<file path="config.mk">
export PLATFORM = sky130hd
export DESIGN_NAME = ask4_symbol_slicer
export DESIGN_NICKNAME = d
export VERILOG_FILES = /design/src/rtl/ask4_symbol_slicer.sv
export SDC_FILE = /design/constraint.sdc
export NUM_CORES = 1
export LEC_CHECK = 0
export ABC_AREA = 1
export CORE_ASPECT_RATIO = 0.9
export CORE_UTILIZATION = 38
export DETAILED_ROUTE_END_ITERATION = 6
export RECOVER_POWER = 100
export SLEW_MARGIN = 30
export SYNTH_ARGS = -nofsm -noshare
export SYNTH_HDL_FRONTEND = slang
export SYNTH_SLANG_ARGS = --single-unit
</file>
<file path="constraint.sdc">
create_clock -name sys_clk -period 2.9 [get_ports sys_clk]
set_input_delay 0.725 -clock sys_clk [delete_from_list [all_inputs] [get_ports sys_clk]]
set_output_delay 0.725 -clock sys_clk [all_outputs]
set_load 0.01 [all_outputs]
</file>
<file path="src/rtl/ask4_symbol_slicer.sv">
// 4-ASK receive slicer: picks one matched-filter sample per symbol, Gray-decodes it
// against an adaptive threshold. Optional error statistics: ASK4_ERR_STATS_EN.
module ask4_symbol_slicer #(
    parameter int          ACC_LOG2 = 7,
    parameter logic [17:0] INIT_REF = 18'h08000
) (
    input  logic               sys_clk,
    input  logic               reset,
    input  logic               sam_clk_en,
    input  logic               sym_clk_en,
    input  logic        [1:0]  dec_phase,
    input  logic signed [17:0] sig_in,
    output logic        [1:0]  sym_out,
    output logic               sym_valid,
    output logic        [17:0] ref_level,
    output logic               ref_valid,
    output logic        [17:0] err_pwr
);

    localparam int ACC_W = 18 + ACC_LOG2;

    logic        [1:0]          r_phase;
    logic                       r_dec_d;
    logic signed [17:0]         r_x;
    logic        [ACC_W-1:0]    r_acc;
    logic        [ACC_LOG2-1:0] r_cnt;
    logic        [1:0]          r_sym;
    logic                       r_sym_valid;
    logic        [17:0]         r_ref;
    logic                       r_ref_valid;

    logic                       w_dec;
    logic signed [18:0]         w_x_ext;
    logic signed [18:0]         w_r_pos;
    logic signed [18:0]         w_r_neg;
    logic        [1:0]          w_sym;
    logic        [17:0]         w_mag;
    logic        [ACC_W-1:0]    w_acc_sum;
    logic                       w_win_end;
    logic        [17:0]         w_ref_new;

    assign w_dec = sam_clk_en && (r_phase == dec_phase);

    assign w_x_ext = {r_x[17], r_x};
    assign w_r_pos = {1'b0, r_ref};
    assign w_r_neg = -w_r_pos;

    // Gray mapping: 00=-3a, 01=-a, 11=+a, 10=+3a
    always_comb begin
        w_sym = 2'b00;
        if (w_x_ext >= w_r_pos) begin
            w_sym = 2'b10;
        end else if (!r_x[17]) begin
            w_sym = 2'b11;
        end else if (w_x_ext >= w_r_neg) begin
            w_sym = 2'b01;
        end
    end

    // -1.0 has no positive 1s17 counterpart, so it saturates to the largest magnitude
    always_comb begin
        w_mag = r_x;
        if (r_x[17]) begin
            if (r_x[16:0] == 17'd0) begin
                w_mag = 18'h1FFFF;
            end else begin
                w_mag = 18'(-r_x);
            end
        end
    end

    assign w_acc_sum = r_acc + ACC_W'(w_mag);
    assign w_win_end = (r_cnt == '1);
    assign w_ref_new = 18'(w_acc_sum >> ACC_LOG2);

    always_ff @(posedge sys_clk) begin
        if (!reset) begin
            r_phase     <= 2'd0;
            r_dec_d     <= 1'b0;
            r_x         <= '0;
            r_acc       <= '0;
            r_cnt       <= '0;
            r_sym       <= 2'b00;
            r_sym_valid <= 1'b0;
            r_ref       <= INIT_REF;
            r_ref_valid <= 1'b0;
        end else begin
            if (sam_clk_en) begin
                r_phase <= sym_clk_en ? 2'd0 : r_phase + 2'd1;
            end
            r_dec_d     <= w_dec;
            r_sym_valid <= r_dec_d;
            if (w_dec) begin
                r_x <= sig_in;
            end
            // The symbol closing a window is still sliced with the old threshold
            if (r_dec_d) begin
                r_sym <= w_sym;
                if (w_win_end) begin
                    r_acc       <= '0;
                    r_cnt       <= '0;
                    r_ref       <= w_ref_new;
                    r_ref_valid <= 1'b1;
                end else begin
                    r_acc <= w_acc_sum;
                    r_cnt <= r_cnt + 1'b1;
                end
            end
        end
    end

    assign sym_out   = r_sym;
    assign sym_valid = r_sym_valid;
    assign ref_level = r_ref;
    assign ref_valid = r_ref_valid;

`ifdef ASK4_ERR_STATS_EN
    logic signed [19:0]      w_half;
    logic signed [19:0]      w_three_half;
    logic signed [19:0]      w_ideal;
    logic signed [19:0]      w_err_wide;
    logic signed [17:0]      w_err;
    logic signed [35:0]      w_sq;
    logic        [17:0]      w_sq_bits;
    logic        [ACC_W-1:0] w_err_sum;
    logic        [ACC_W-1:0] r_err_acc;
    logic        [17:0]      r_err_pwr;

    assign w_half       = $signed({3'b000, r_ref[17:1]});
    assign w_three_half = $signed({2'b00, r_ref}) + w_half;

    always_comb begin
        w_ideal = -w_three_half;
        case (w_sym)
            2'b10:   w_ideal = w_three_half;
            2'b11:   w_ideal = w_half;
            2'b01:   w_ideal = -w_half;
            default: w_ideal = -w_three_half;
        endcase
    end

    assign w_err_wide = {{2{r_x[17]}}, r_x} - w_ideal;

    always_comb begin
        w_err = w_err_wide[17:0];
        if (w_err_wide > 20'sd131071) begin
            w_err = 18'sh1FFFF;
        end else if (w_err_wide < -20'sd131072) begin
            w_err = 18'sh20000;
        end
    end

    assign w_sq      = 36'(w_err) * 36'(w_err);
    assign w_sq_bits = w_sq[34:17];
    assign w_err_sum = r_err_acc + ACC_W'(w_sq_bits);

    always_ff @(posedge sys_clk) begin
        if (!reset) begin
            r_err_acc <= '0;
            r_err_pwr <= '0;
        end else if (r_dec_d) begin
            if (w_win_end) begin
                r_err_acc <= '0;
                r_err_pwr <= 18'(w_err_sum >> ACC_LOG2);
            end else begin
                r_err_acc <= w_err_sum;
            end
        end
    end

    assign err_pwr = r_err_pwr;
`else
    assign err_pwr = 18'd0;
`endif

endmodule

</file>
==> reports/metrics.cfg <==
[timing]
setup_ws_ps = -203
rsz0062_at_grt = true
hold_viol = 0
tightest_slew_ps = 1430
fin_skew_ps = 7.80
relSlewSlack = 0.0468
final.min_clock_period_ps = 3100
min_period_over_period = 1.07
report.final.slew_viol_count = 0
timing.fmax_mhz = 322
timing.hold.ws_ps = 448
setup_viol = 37

[finish]
nNetsFinal = 1173
drive_above_1_share = 0.340
fill_cells = 1428
fin_util = 0.584
final_area_sq_um = 9050
multiInputGateArea_sq_um = 5070
areaGrowthSynthToFinish_pct = 49.7
diodes = 0
seq_area_sq_um = 1500
final-instance-count-excl-fill = 1295

[clock_network]
numCtsBuffers = 9
cts_hold_buf = 0
cts_tree = done
path_clk_slew_ps = 60
clock_latency_ps = 360
cts.sinks = 75
max-clock-path-buffers = 2
htreeDepth = 3
cts-root-buf = clkbuf_16

[pwr]
p_clk_frac = 0.369
p_sw_mw = 1.05
p_int_mw = 2.16
ir_drop_mv = 0.342
power_frac_seq = 0.338
p_leak_nw = 4.15
combPwrFrac = 0.293
switching_share = 0.328
pwr_density_cell_nw_per_um2 = 355

[logic_synthesis]
synth_edf_count = 0
ys_ff_latch = 75
synth_warnings = 0
ys.flop_type = dfxtp_1
yosysSeqAreaShare = 0.248
synth.avg_cell_area_sq_um = 6.54
synthArstFlopShare = 0
synth_area_sq_um = 6050
synth.distinct_cells = 46
syn_inst = 924

[floorplanning]
core_sq_um = 15500
ios = 64
rows = 43
initial_utilization = 0.390
dieArea_sq_um = 16400
dieHeight_um = 122
fp.dieW_um = 135

[place]
dp_slack_ps = -373
dpl_cell_area_sq_um = 7310
dp_cells = 1246
finalWeightedCongestion = 0.901
io_buffers = 45
hpwlAfterDp_mm = 15.0

[route]
ant_nets = 0
post-route-drc-count = 0
routedWlPerCell_um = 16.1
wirelength_mm = 20.8
vias_per_cell = 5.13
vias = 6645
drt_iter0_drc = 471
firstDrtPassIters = 5

[global_route]
grt_max_degree = 35
grt_pass1_wl_mm = 30.8
grt_pass1_vias = 5944
track_usage = 0.246
antenna_found_initial = 0
grt-ovfl-total = 0

[critical_path]
worstSetupEndpointType = flip-flop
cp.arrival_ps = 3360
crit_fanout = 5
path_class = reg2reg
critPathTopFamily = simple AND/OR/NAND/NOR gates
critical_path.slowest_cell = dfxtp_2
startpoint_type = flip-flop
reg2reg_depth = 24
crit_chain = inv_4 > ha_4 > nand3_4 > nor2_4 > nand2_2 > buf_4 > nor4_1 > inv_1 > nand3_1 > o21ai_0 > inv_1 > ha_1 > nand2_2 > buf_6 > inv_1 > nand2_2 > nor3_4 > nand3_4 > nand3_2 > nand2_2 > nand2_2 > nand2_1 > o21ai_1 > inv_1
critical_path_depth = 24
required_ps = 3160
slowest_delay_ps = 340
crit_top_cell = nand2_2
crit_buf_inv = 7

[min_path]
hold_depth = 2
holdCritPathClass = reg2reg

[status]
status = finished, violations left
violations = setup timing

[job]
cap_violations = 0

## registers in the layout, indices dropped and copies added, names as in the netlist
| name | count |
|---|---|
| ref_valid | 1 |
| r_phase | 2 |
| sym_valid | 1 |
| r_x | 18 |
| r_cnt | 7 |
| ref_level | 18 |
| r_dec_d | 1 |
| r_acc | 25 |
| sym_out | 2 |
## cell type report
type,count,share of cell area
repair buffers,175,0.164
flip-flops and latches,75,0.166
well taps,202,0.0279
clock inverters,7,0.00843
inverters,116,0.0484
multi-input cells,711,0.560
clock buffers,9,0.0249
## power by group through the flow
| stage | Clock (mW) | Combinational, mW | Sequential (mW) |
|---|---|---|---|
| 3_5_place_dp | 0 | 0.691 | 1.10 |
| 6_report | 1.18 | 0.941 | 1.08 |
| 2_1_floorplan | 0 | 0.419 | 1.11 |
| 5_1_grt | 1.25 | 1.01 | 1.09 |
| 4_1_cts | 1.20 | 0.786 | 1.08 |
| 3_3_place_gp | 0 | 0.687 | 1.10 |
## path summary, 6_finish.rpt
path                    startpoint                    endpoint  slack (ps)
max            r_x[1]$_SDFFE_PN0P_  ref_level[15]$_SDFFE_PN1P_        -200
min          r_cnt[6]$_SDFFE_PN0P_       r_cnt[6]$_SDFFE_PN0P_         450
max reg2reg    r_x[1]$_SDFFE_PN0P_  ref_level[15]$_SDFFE_PN1P_        -200
min reg2reg  r_cnt[6]$_SDFFE_PN0P_       r_cnt[6]$_SDFFE_PN0P_         450
## metal layers
layer,up-vias,GRT usage,share of wire
li1,3332,-,-
met1,3058,0.351,0.47
met2,209,0.375,0.44
met3,46,0.0424,0.063
met4,0,0.0744,0.025
met5,-,0,0
## tightest hold or removal path, delay by kind of cell, from the launching register on
family                 cells  cell delay [ps]
DFF                        1              310
buffers and inverters      1               50
AOI/OAI and AO/OA          1               50
## cell families after synthesis
kind of cell               Yosys count  share of synthesized area
other                                1                   0.000620
adders and majority gates           61                      0.127
and+or+nand+nor                    455                      0.348
xor gates and xnor gates            21                     0.0329
DFF                                 75                      0.248
buffers and inverters              155                      0.110
AOI/OAI and AO/OA                  156                      0.133
## per-stage QoR
stage	total power [mW]	TNS [ps]
detailed placement	1.79	-9560
global route	3.35	-11070
CTS	3.07	-2050
finish	3.21	-3470
global placement	1.79	-6630
floorplan	1.52	0
## timing repair
action / in CTS / in global routing
resized for setup: 100 / 186
hold endpoints to repair: 0 / 0
cloned: 0 / 0
endpoints found under the setup margin: 39 / 41
buffers inserted: 18 / 16
pin swaps: 39 / 84
## synthesized netlist by cell type, types with 2 or more instances
library cell  instances  area, sq um
nor2_1               74          278
nand4_1              22          138
buf_2                 5         25.0
o21ai_0              59          295
ha_1                 60          751
o21ai_1               6         30.0
nand3b_1              4         30.0
clkbuf_1             12         45.0
buf_1                 3         11.3
a21oi_1              80          400
xor2_2                2         32.5
inv_2                 9         33.8
nand4_4               3         63.8
nor3_1               15         75.1
inv_1               107          402
nor2_2                5         31.3
nand3_2               3         30.0
xnor2_1               5         43.8
nor2_4                4         45.0
nor4_1                2         12.5
o21a_1                2         15.0
nand3_1              77          385
xor2_1               14          123
dfxtp_1              75         1500
or2_2                 7         43.8
nand2_1             224          841
buf_4                18          135
nand2_2               3         18.8
nor3_4                2         32.5
or2_1                 4         25.0
o22ai_1               3         18.8
## cells in the final DEF, fill, tap and decap left out, types with 5 or more instances in the layout
cell and n:
nor3_4 5, buf_4 114, nand2_4 14, o21ai_0 38
or2_1 5, nand3_1 43, inv_2 14, dlygate4sd3_1 17
o21ai_1 17, clkdlybuf4s50_1 28, ha_1 40, clkbuf_16 9
nor2_2 15, xor2_1 13, nand3_4 7, a21oi_1 53
buf_6 14, a21oi_4 14, conb_1 18, dfxtp_1 73
inv_1 101, nand4_1 22, nor2_4 13, a21oi_2 13
nand2_1 169, nor2_1 55, nor3_1 10, nand3_2 31
nand2_2 43, o21ai_2 10, ha_4 19
Note: power is estimated with default switching activity, not from simulation.
